==> config.mk <==
export PLATFORM = sky130hd
export DESIGN_NAME = layers_sched_flat
export DESIGN_NICKNAME = d
export VERILOG_FILES = /design/src/rtl/layers_sched_pkg.sv /design/src/rtl/layers_sched_if.sv /design/src/rtl/layers_sched_cnt.sv /design/src/rtl/layers_sched.sv /design/src/flat_wrapper.sv
export SDC_FILE = /design/constraint.sdc
export NUM_CORES = 1
export LEC_CHECK = 0
export ABC_AREA = 1
export BUFFER_PORTS_ARGS = -buffer_cell sky130_fd_sc_hd__buf_2
export CORE_UTILIZATION = 50
export DETAILED_ROUTE_END_ITERATION = 8
export PLACE_DENSITY_LB_ADDON = 0.08
export SLEW_MARGIN = 20
export SYNTH_ARGS = -nofsm -noshare
export SYNTH_HDL_FRONTEND = slang
export SYNTH_SLANG_ARGS = --single-unit
==> constraint.sdc <==
create_clock -name clk -period 13.4 [get_ports clk]
set_input_delay 0.67 -clock clk [delete_from_list [all_inputs] [get_ports clk]]
set_output_delay 0.67 -clock clk [all_outputs]
set_load 0.02 [all_outputs]
==> src/rtl/layers_sched_pkg.sv <==
// Shared definitions for the layers scheduler: cfg bus addresses, FSM
// state encoding and the window-length normalisation helper.
package layers_sched_pkg;

    // Cfg bus register addresses. CFG_LAYERS belongs to the layers block and
    // is only snooped here for the pooling factor.
    localparam logic [4:0] CFG_LAYERS    = 5'd2;
    localparam logic [4:0] CFG_SCHED_WIN = 5'd20;
    localparam logic [4:0] CFG_SCHED_OUT = 5'd21;
    localparam logic [4:0] CFG_SCHED_GO  = 5'd22;

    // One-hot pass sequencing states.
    typedef enum logic [3:0] {
        ST_IDLE  = 4'b0001,
        ST_RUN   = 4'b0010,
        ST_DRAIN = 4'b0100,
        ST_DONE  = 4'b1000
    } sched_state_t;

    // A window of zero beats makes no sense; treat it as a single beat.
    function automatic logic [15:0] eff_win(input logic [15:0] win);
        return (win == 16'd0) ? 16'd1 : win;
    endfunction

endpackage

==> src/rtl/layers_sched_if.sv <==
// Bundle of the scheduler's cfg, image stream, kernel address and result
// snoop signals. master = surrounding datapath/environment, slave = scheduler.
interface layers_sched_if #(
    parameter int CFG_DWIDTH = 32,
    parameter int CFG_AWIDTH = 5,
    parameter int GROUP_NB   = 4,
    parameter int IMG_WIDTH  = 16
);
    logic [CFG_DWIDTH-1:0]         cfg_data;
    logic [CFG_AWIDTH-1:0]         cfg_addr;
    logic                          cfg_valid;
    logic [GROUP_NB*IMG_WIDTH-1:0] src_bus;
    logic                          src_val;
    logic                          src_rdy;
    logic [GROUP_NB*IMG_WIDTH-1:0] image_bus;
    logic                          image_last;
    logic                          image_val;
    logic                          image_rdy;
    logic [15:0]                   ker_addr;
    logic                          res_val;
    logic                          res_rdy;
    logic                          busy;
    logic                          done;

    modport master (
        output cfg_data, cfg_addr, cfg_valid, src_bus, src_val, image_rdy,
               res_val, res_rdy,
        input  src_rdy, image_bus, image_last, image_val, ker_addr, busy, done
    );

    modport slave (
        input  cfg_data, cfg_addr, cfg_valid, src_bus, src_val, image_rdy,
               res_val, res_rdy,
        output src_rdy, image_bus, image_last, image_val, ker_addr, busy, done
    );
endinterface

==> src/rtl/layers_sched_cnt.sv <==
// Wrapping counter with programmable terminal value. wrap pulses on the
// enabled cycle in which the count sits at term; the count then returns to 0.
module layers_sched_cnt #(
    parameter int WIDTH = 16
) (
    input  logic             clk,
    input  logic             rst,
    input  logic             clr,
    input  logic             en,
    input  logic [WIDTH-1:0] term,
    output logic [WIDTH-1:0] count,
    output logic             wrap
);
    logic [WIDTH-1:0] count_reg;

    assign wrap  = en & (count_reg == term);
    assign count = count_reg;

    // Count enabled events, folding back to zero after the terminal value.
    always_ff @(posedge clk) begin
        if (rst || clr) begin
            count_reg <= '0;
        end else if (en) begin
            count_reg <= wrap ? '0 : count_reg + 1'b1;
        end
    end
endmodule

==> src/rtl/layers_sched.sv <==
// Convolution pass sequencer: forwards image beats to the layers block,
// marks the last beat of each MAC window, drives the kernel beat address
// and waits for the configured number of pooled results.
module layers_sched
    import layers_sched_pkg::*;
(
    input logic           clk,
    input logic           rst,
    layers_sched_if.slave bus
);
    sched_state_t state_reg, state_next;

    // Cfg shadow registers (written any time) and the values latched at start.
    logic [15:0] win_cfg_reg, out_cfg_reg;
    logic [7:0]  pool_cfg_reg;
    logic [15:0] win_term_reg, out_nb_reg;
    logic [23:0] total_term_reg;
    logic [15:0] res_cnt_reg;

    logic        start, in_run, in_drain, xfer;
    logic        beat_wrap, last_win, res_hs, res_full, res_last;
    logic [15:0] beat_cnt;
    logic [23:0] win_cnt, total_win;

    // Only a GO seen in IDLE starts a pass; GO in any other state is dropped.
    assign start    = bus.cfg_valid && (bus.cfg_addr == CFG_SCHED_GO) && (state_reg == ST_IDLE);
    assign in_run   = (state_reg == ST_RUN);
    assign in_drain = (state_reg == ST_DRAIN);
    assign xfer     = in_run & bus.src_val & bus.image_rdy;

    // Windows per pass = outputs * (pool_nb + 1), kept to 24 bits.
    assign total_win = {8'd0, out_cfg_reg} * {15'd0, ({1'b0, pool_cfg_reg} + 9'd1)};

    layers_sched_cnt #(.WIDTH(16)) u_beat_cnt (
        .clk   (clk),
        .rst   (rst),
        .clr   (start),
        .en    (xfer),
        .term  (win_term_reg),
        .count (beat_cnt),
        .wrap  (beat_wrap)
    );

    layers_sched_cnt #(.WIDTH(24)) u_win_cnt (
        .clk   (clk),
        .rst   (rst),
        .clr   (start),
        .en    (beat_wrap),
        .term  (total_term_reg),
        .count (win_cnt),
        .wrap  (last_win)
    );

    // Result snoop; the final result may arrive in the same cycle DRAIN is left.
    assign res_hs   = bus.res_val & bus.res_rdy & (in_run | in_drain);
    assign res_full = (res_cnt_reg == out_nb_reg);
    assign res_last = res_full | (res_hs & ((res_cnt_reg + 16'd1) == out_nb_reg));

    // Next-state logic for the pass sequencer.
    always_comb begin
        state_next = state_reg;
        case (state_reg)
            ST_IDLE:  if (start) state_next = (out_cfg_reg == 16'd0) ? ST_DONE : ST_RUN;
            ST_RUN:   if (last_win) state_next = ST_DRAIN;
            ST_DRAIN: if (res_last) state_next = ST_DONE;
            ST_DONE:  state_next = ST_IDLE;
            default:  state_next = ST_IDLE;
        endcase
    end

    // State, cfg shadows, start-time snapshot and saturating result count.
    always_ff @(posedge clk) begin
        if (rst) begin
            state_reg      <= ST_IDLE;
            win_cfg_reg    <= '0;
            out_cfg_reg    <= '0;
            pool_cfg_reg   <= '0;
            win_term_reg   <= '0;
            out_nb_reg     <= '0;
            total_term_reg <= '0;
            res_cnt_reg    <= '0;
        end else begin
            state_reg <= state_next;
            if (bus.cfg_valid) begin
                if (bus.cfg_addr == CFG_SCHED_WIN) win_cfg_reg  <= bus.cfg_data[15:0];
                if (bus.cfg_addr == CFG_SCHED_OUT) out_cfg_reg  <= bus.cfg_data[15:0];
                if (bus.cfg_addr == CFG_LAYERS)    pool_cfg_reg <= bus.cfg_data[15:8];
            end
            if (start) begin
                win_term_reg   <= eff_win(win_cfg_reg) - 16'd1;
                out_nb_reg     <= out_cfg_reg;
                total_term_reg <= total_win - 24'd1;
                res_cnt_reg    <= '0;
            end else if (res_hs && !res_full) begin
                res_cnt_reg <= res_cnt_reg + 16'd1;
            end
        end
    end

    assign bus.image_bus  = bus.src_bus;
    assign bus.image_val  = bus.src_val & in_run;
    assign bus.src_rdy    = bus.image_rdy & in_run;
    assign bus.image_last = in_run & (beat_cnt == win_term_reg);
    assign bus.ker_addr   = beat_cnt;
    assign bus.busy       = in_run | in_drain;
    assign bus.done       = (state_reg == ST_DONE);
endmodule

==> src/flat_wrapper.sv <==
// flat-port wrapper written by rule: the top's interface ports become plain ports
module layers_sched_flat import layers_sched_pkg::*;
  (clk, rst, bus_cfg_data, bus_cfg_addr, bus_cfg_valid, bus_src_bus, bus_src_val, bus_image_rdy, bus_res_val, bus_res_rdy, bus_src_rdy, bus_image_bus, bus_image_last, bus_image_val, bus_ker_addr, bus_busy, bus_done);
  layers_sched_if bus_i ();
  input logic clk;
  input logic rst;
  input wire logic [$bits(bus_i.cfg_data)-1:0] bus_cfg_data;
  input wire logic [$bits(bus_i.cfg_addr)-1:0] bus_cfg_addr;
  input wire logic [$bits(bus_i.cfg_valid)-1:0] bus_cfg_valid;
  input wire logic [$bits(bus_i.src_bus)-1:0] bus_src_bus;
  input wire logic [$bits(bus_i.src_val)-1:0] bus_src_val;
  input wire logic [$bits(bus_i.image_rdy)-1:0] bus_image_rdy;
  input wire logic [$bits(bus_i.res_val)-1:0] bus_res_val;
  input wire logic [$bits(bus_i.res_rdy)-1:0] bus_res_rdy;
  output wire logic [$bits(bus_i.src_rdy)-1:0] bus_src_rdy;
  output wire logic [$bits(bus_i.image_bus)-1:0] bus_image_bus;
  output wire logic [$bits(bus_i.image_last)-1:0] bus_image_last;
  output wire logic [$bits(bus_i.image_val)-1:0] bus_image_val;
  output wire logic [$bits(bus_i.ker_addr)-1:0] bus_ker_addr;
  output wire logic [$bits(bus_i.busy)-1:0] bus_busy;
  output wire logic [$bits(bus_i.done)-1:0] bus_done;
  assign bus_i.cfg_data = bus_cfg_data;
  assign bus_i.cfg_addr = bus_cfg_addr;
  assign bus_i.cfg_valid = bus_cfg_valid;
  assign bus_i.src_bus = bus_src_bus;
  assign bus_i.src_val = bus_src_val;
  assign bus_i.image_rdy = bus_image_rdy;
  assign bus_i.res_val = bus_res_val;
  assign bus_i.res_rdy = bus_res_rdy;
  assign bus_src_rdy = bus_i.src_rdy;
  assign bus_image_bus = bus_i.image_bus;
  assign bus_image_last = bus_i.image_last;
  assign bus_image_val = bus_i.image_val;
  assign bus_ker_addr = bus_i.ker_addr;
  assign bus_busy = bus_i.busy;
  assign bus_done = bus_i.done;
  layers_sched u_core (.clk(clk), .rst(rst), .bus(bus_i));
endmodule
==> impl_metrics.json <==
{
  "outcome": "complete, no violations",
  "grt_max_degree": 75,
  "synthToLayoutAreaGrowth_pct": 4.378,
  "n_antenna_cell": 0,
  "cp_slowest_cell": "xor2_2",
  "required_ns": 13.70,
  "post-route-util_pct": 53.77,
  "cp.depth": 23,
  "setup_violations": 0,
  "ir_drop_mv": 0.08445,
  "period_needed_ns": 6.797,
  "grt_pass1_vias": 11794,
  "design.die.area_sq_um": 27820,
  "synth_most_common_cell": "nand2_1",
  "hpwl_mm": 27.34,
  "r2r_start": "u_core.pool_cfg_reg[0]",
  "dp_slack_ns": 6.761,
  "power_leakage_uw": 0.006606,
  "clockBufferDepth": 2,
  "path_cells": "inv_2 -> nor3_2 -> nand2_1 -> nor3_1 -> inv_1 -> nor2_2 -> xor2_2 -> nand2_1 -> ha_1 -> inv_1 -> fa_1 -> fa_1 -> fa_1 -> inv_1 -> fa_1 -> inv_1 -> ha_1 -> a21o_1 -> a31oi_1 -> nand3_1 -> a21oi_1 -> xor2_1 -> a21oi_1",
  "reg2reg_depth": 23,
  "clk_pin_slew_ns": 0.07,
  "timing.slew.headroom_pct": 33.33,
  "die_y_microns": 166.8,
  "synth_nets": 2149,
  "cp_num_buf_inv": 5,
  "placementRows": 59,
  "synth_area_leaders": "dfxtp_1, fa_1, nand2_1, inv_1, ha_1",
  "cts.sinks": 156,
  "min_path_type": "reg -> reg",
  "cp-end-kind": "flip-flop",
  "fmax_mhz": 147.1,
  "yosys.area.top_type": "dfxtp_1",
  "synthFlopType": "dfxtp_1",
  "whs_path_depth": 2,
  "htreeDepth": 4,
  "p_per_area_nw_per_um2": 78.49,
  "io_pins": 193,
  "drt_iter0_drc": 723,
  "hold_violations": 0,
  "root_buffer": "clkbuf_16",
  "max_stage_delay_ns": 0.77,
  "num_vias": 11598,
  "antenna_found_initial": 0,
  "via_per_inst": 5.332,
  "ys_types": 51,
  "synth_cells": 1872,
  "ys_seq_area_share_pct": 23.00,
  "cts_resized": 0,
  "antenna_left": 0,
  "synth_edf_count": 0,
  "gr-total-overflow": 0,
  "critPathArrivalTime_ns": 7.10,
  "rsz0062_at_grt": "no",
  "holdBufCountCts": 0,
  "hold_ws_ns": 0.4774,
  "slew_viol_final": 0,
  "firstDrtPassIters": 5,
  "gp_congestion": 0.9210,
  "cts_setup_buffers": 0,
  "hp-start": "u_core.res_cnt_reg[15]",
  "fin_skew_ns": 0.01571,
  "final_nets": 2104,
  "drcViolationCount": 0,
  "ys_warn_count": 0,
  "synth_top_area_share_pct": 23.00,
  "regToRegSetupSlack_ns": 6.60,
  "setup_tns_ns": 0,
  "tightest_slew_ns": 0.9971,
  "fin_crit_sh_pct": 50.72,
  "synth_common_cells": "nand2_1, inv_1, nor2_1",
  "fin_ws_ns": 6.603,
  "initial_utilization_pct": 51.52,
  "tritoncts": "built",
  "drive_above_1_share_pct": 7.663,
  "crit_fanout": 16,
  "detail_route.wl_per_cell_microns": 16.09,
  "cap_violations": 0,
  "core_area_sq_um": 26350,
  "worstSkewPairLatency_ns": 0.44,
  "syn_avg_cell_area_sq_um": 7.253,
  "crit_type": "reg -> reg",
  "async_reset_ff_share_pct": 0,
  "wirelength_mm": 34.99,
  "cts_buffers": 17,
  "syn_area_sq_um": 13580,
  "port-buffer-count": 48,
  "synth-seq-cells": 156,
  "grt_pass1_wl_mm": 59.22,
  "cp_top_family": "adder cells",
  "fp.dieW_microns": 166.8,
  "rr_endpoint": "u_core.total_term_reg[15]",
  "holdPathEnd": "u_core.res_cnt_reg[15]",
  "cp-start-kind": "flip-flop",
  "grt_usage_pct": 26.77
}
-- logic make-up (layout without fill, tap and decap cells) --
kind of cell,Yosys count,in the layout,share of synthesized area (%)
buf+inv,442,410,14.28
flops,156,156,23.00
simple gates,742,742,24.80
xor+xnor,86,86,5.603
fa+ha+maj,169,169,21.21
compound gates,277,277,11.10
-- per-layer routing --
layer / part of all wire (%) / up-vias / wire, microns / global-route usage [%]
met5: 0 / - / 0 / 0
met4: 2.7 / 0 / 938 / 9.702
met3: 5.9 / 62 / 2072 / 5.109
met2: 46 / 310 / 15980 / 43.48
met1: 46 / 5454 / 16000 / 35.46
li1: - / 5772 / - / -
-- area by class of cell --
class                   count  area [sq um]
well taps                 335         419.2
repair buffers             56         300.3
clock buffers              18         429.2
clock inverters            14         175.2
flip-flops and latches    156          3123
multi-input cells        1274          8514
fillers                  2622         12180
inverters                 322          1210
-- how the worst max path moves through the flow --
stage	start	to
finish	u_core.pool_cfg_reg[0]	u_core.total_term_reg[15]
global route	u_core.pool_cfg_reg[0]	u_core.total_term_reg[23]
CTS	u_core.pool_cfg_reg[0]	u_core.total_term_reg[15]
detailed placement	u_core.pool_cfg_reg[0]	u_core.total_term_reg[15]
global placement	u_core.pool_cfg_reg[0]	u_core.total_term_reg[15]
floorplan	u_core.pool_cfg_reg[0]	u_core.total_term_reg[15]
-- through the flow --
stage	std cells	power, uW	area, sq um
2_1_floorplan	1872	609.1	13580
3_3_place_gp	2143	615.1	13570
3_5_place_dp	2143	615.9	13570
4_1_cts	2175	1123	14170
5_1_grt	2175	1163	14170
6_report	2175	1112	14170
-- cells in the final DEF, fill, tap and decap left out, types with 7 or more instances in the layout --
cell type	count
o21ai_0	104
dfxtp_1	156
nor2_4	11
nor3_2	7
nand2_1	357
buf_2	48
clkbuf_16	17
o211ai_1	9
nand3b_1	10
xnor2_1	49
nand3_1	81
nor3_1	25
nand4_1	41
fa_1	102
nor4_1	11
inv_1	314
nor2_1	166
buf_4	8
ha_1	67
o22ai_1	14
a21oi_1	122
nand2_2	9
xor2_1	36
-- power by group --
group | internal [uW] | switching (uW) | leakage, uW
Combinational | 42.5 | 85.6 | 0.00506
Sequential | 471 | 7.44 | 0.00126
Clock | 283 | 223 | 0.000290
Total | 796 | 316 | 0.00661
-- worst reg2reg max path, cell delays in order (launching register included) --
cell and delay (ns):
dfxtp_1 0.55, inv_2 0.25, nor3_2 0.25, nand2_1 0.12
nor3_1 0.15, inv_1 0.10, nor2_2 0.13, xor2_2 0.77
nand2_1 0.13, ha_1 0.32, inv_1 0.05, fa_1 0.51
fa_1 0.57, fa_1 0.57, inv_1 0.06, fa_1 0.53
inv_1 0.04, ha_1 0.38, a21o_1 0.23, a31oi_1 0.28
nand3_1 0.19, a21oi_1 0.21, xor2_1 0.20, a21oi_1 0.08
Note: power is estimated with default switching activity, not from simulation.
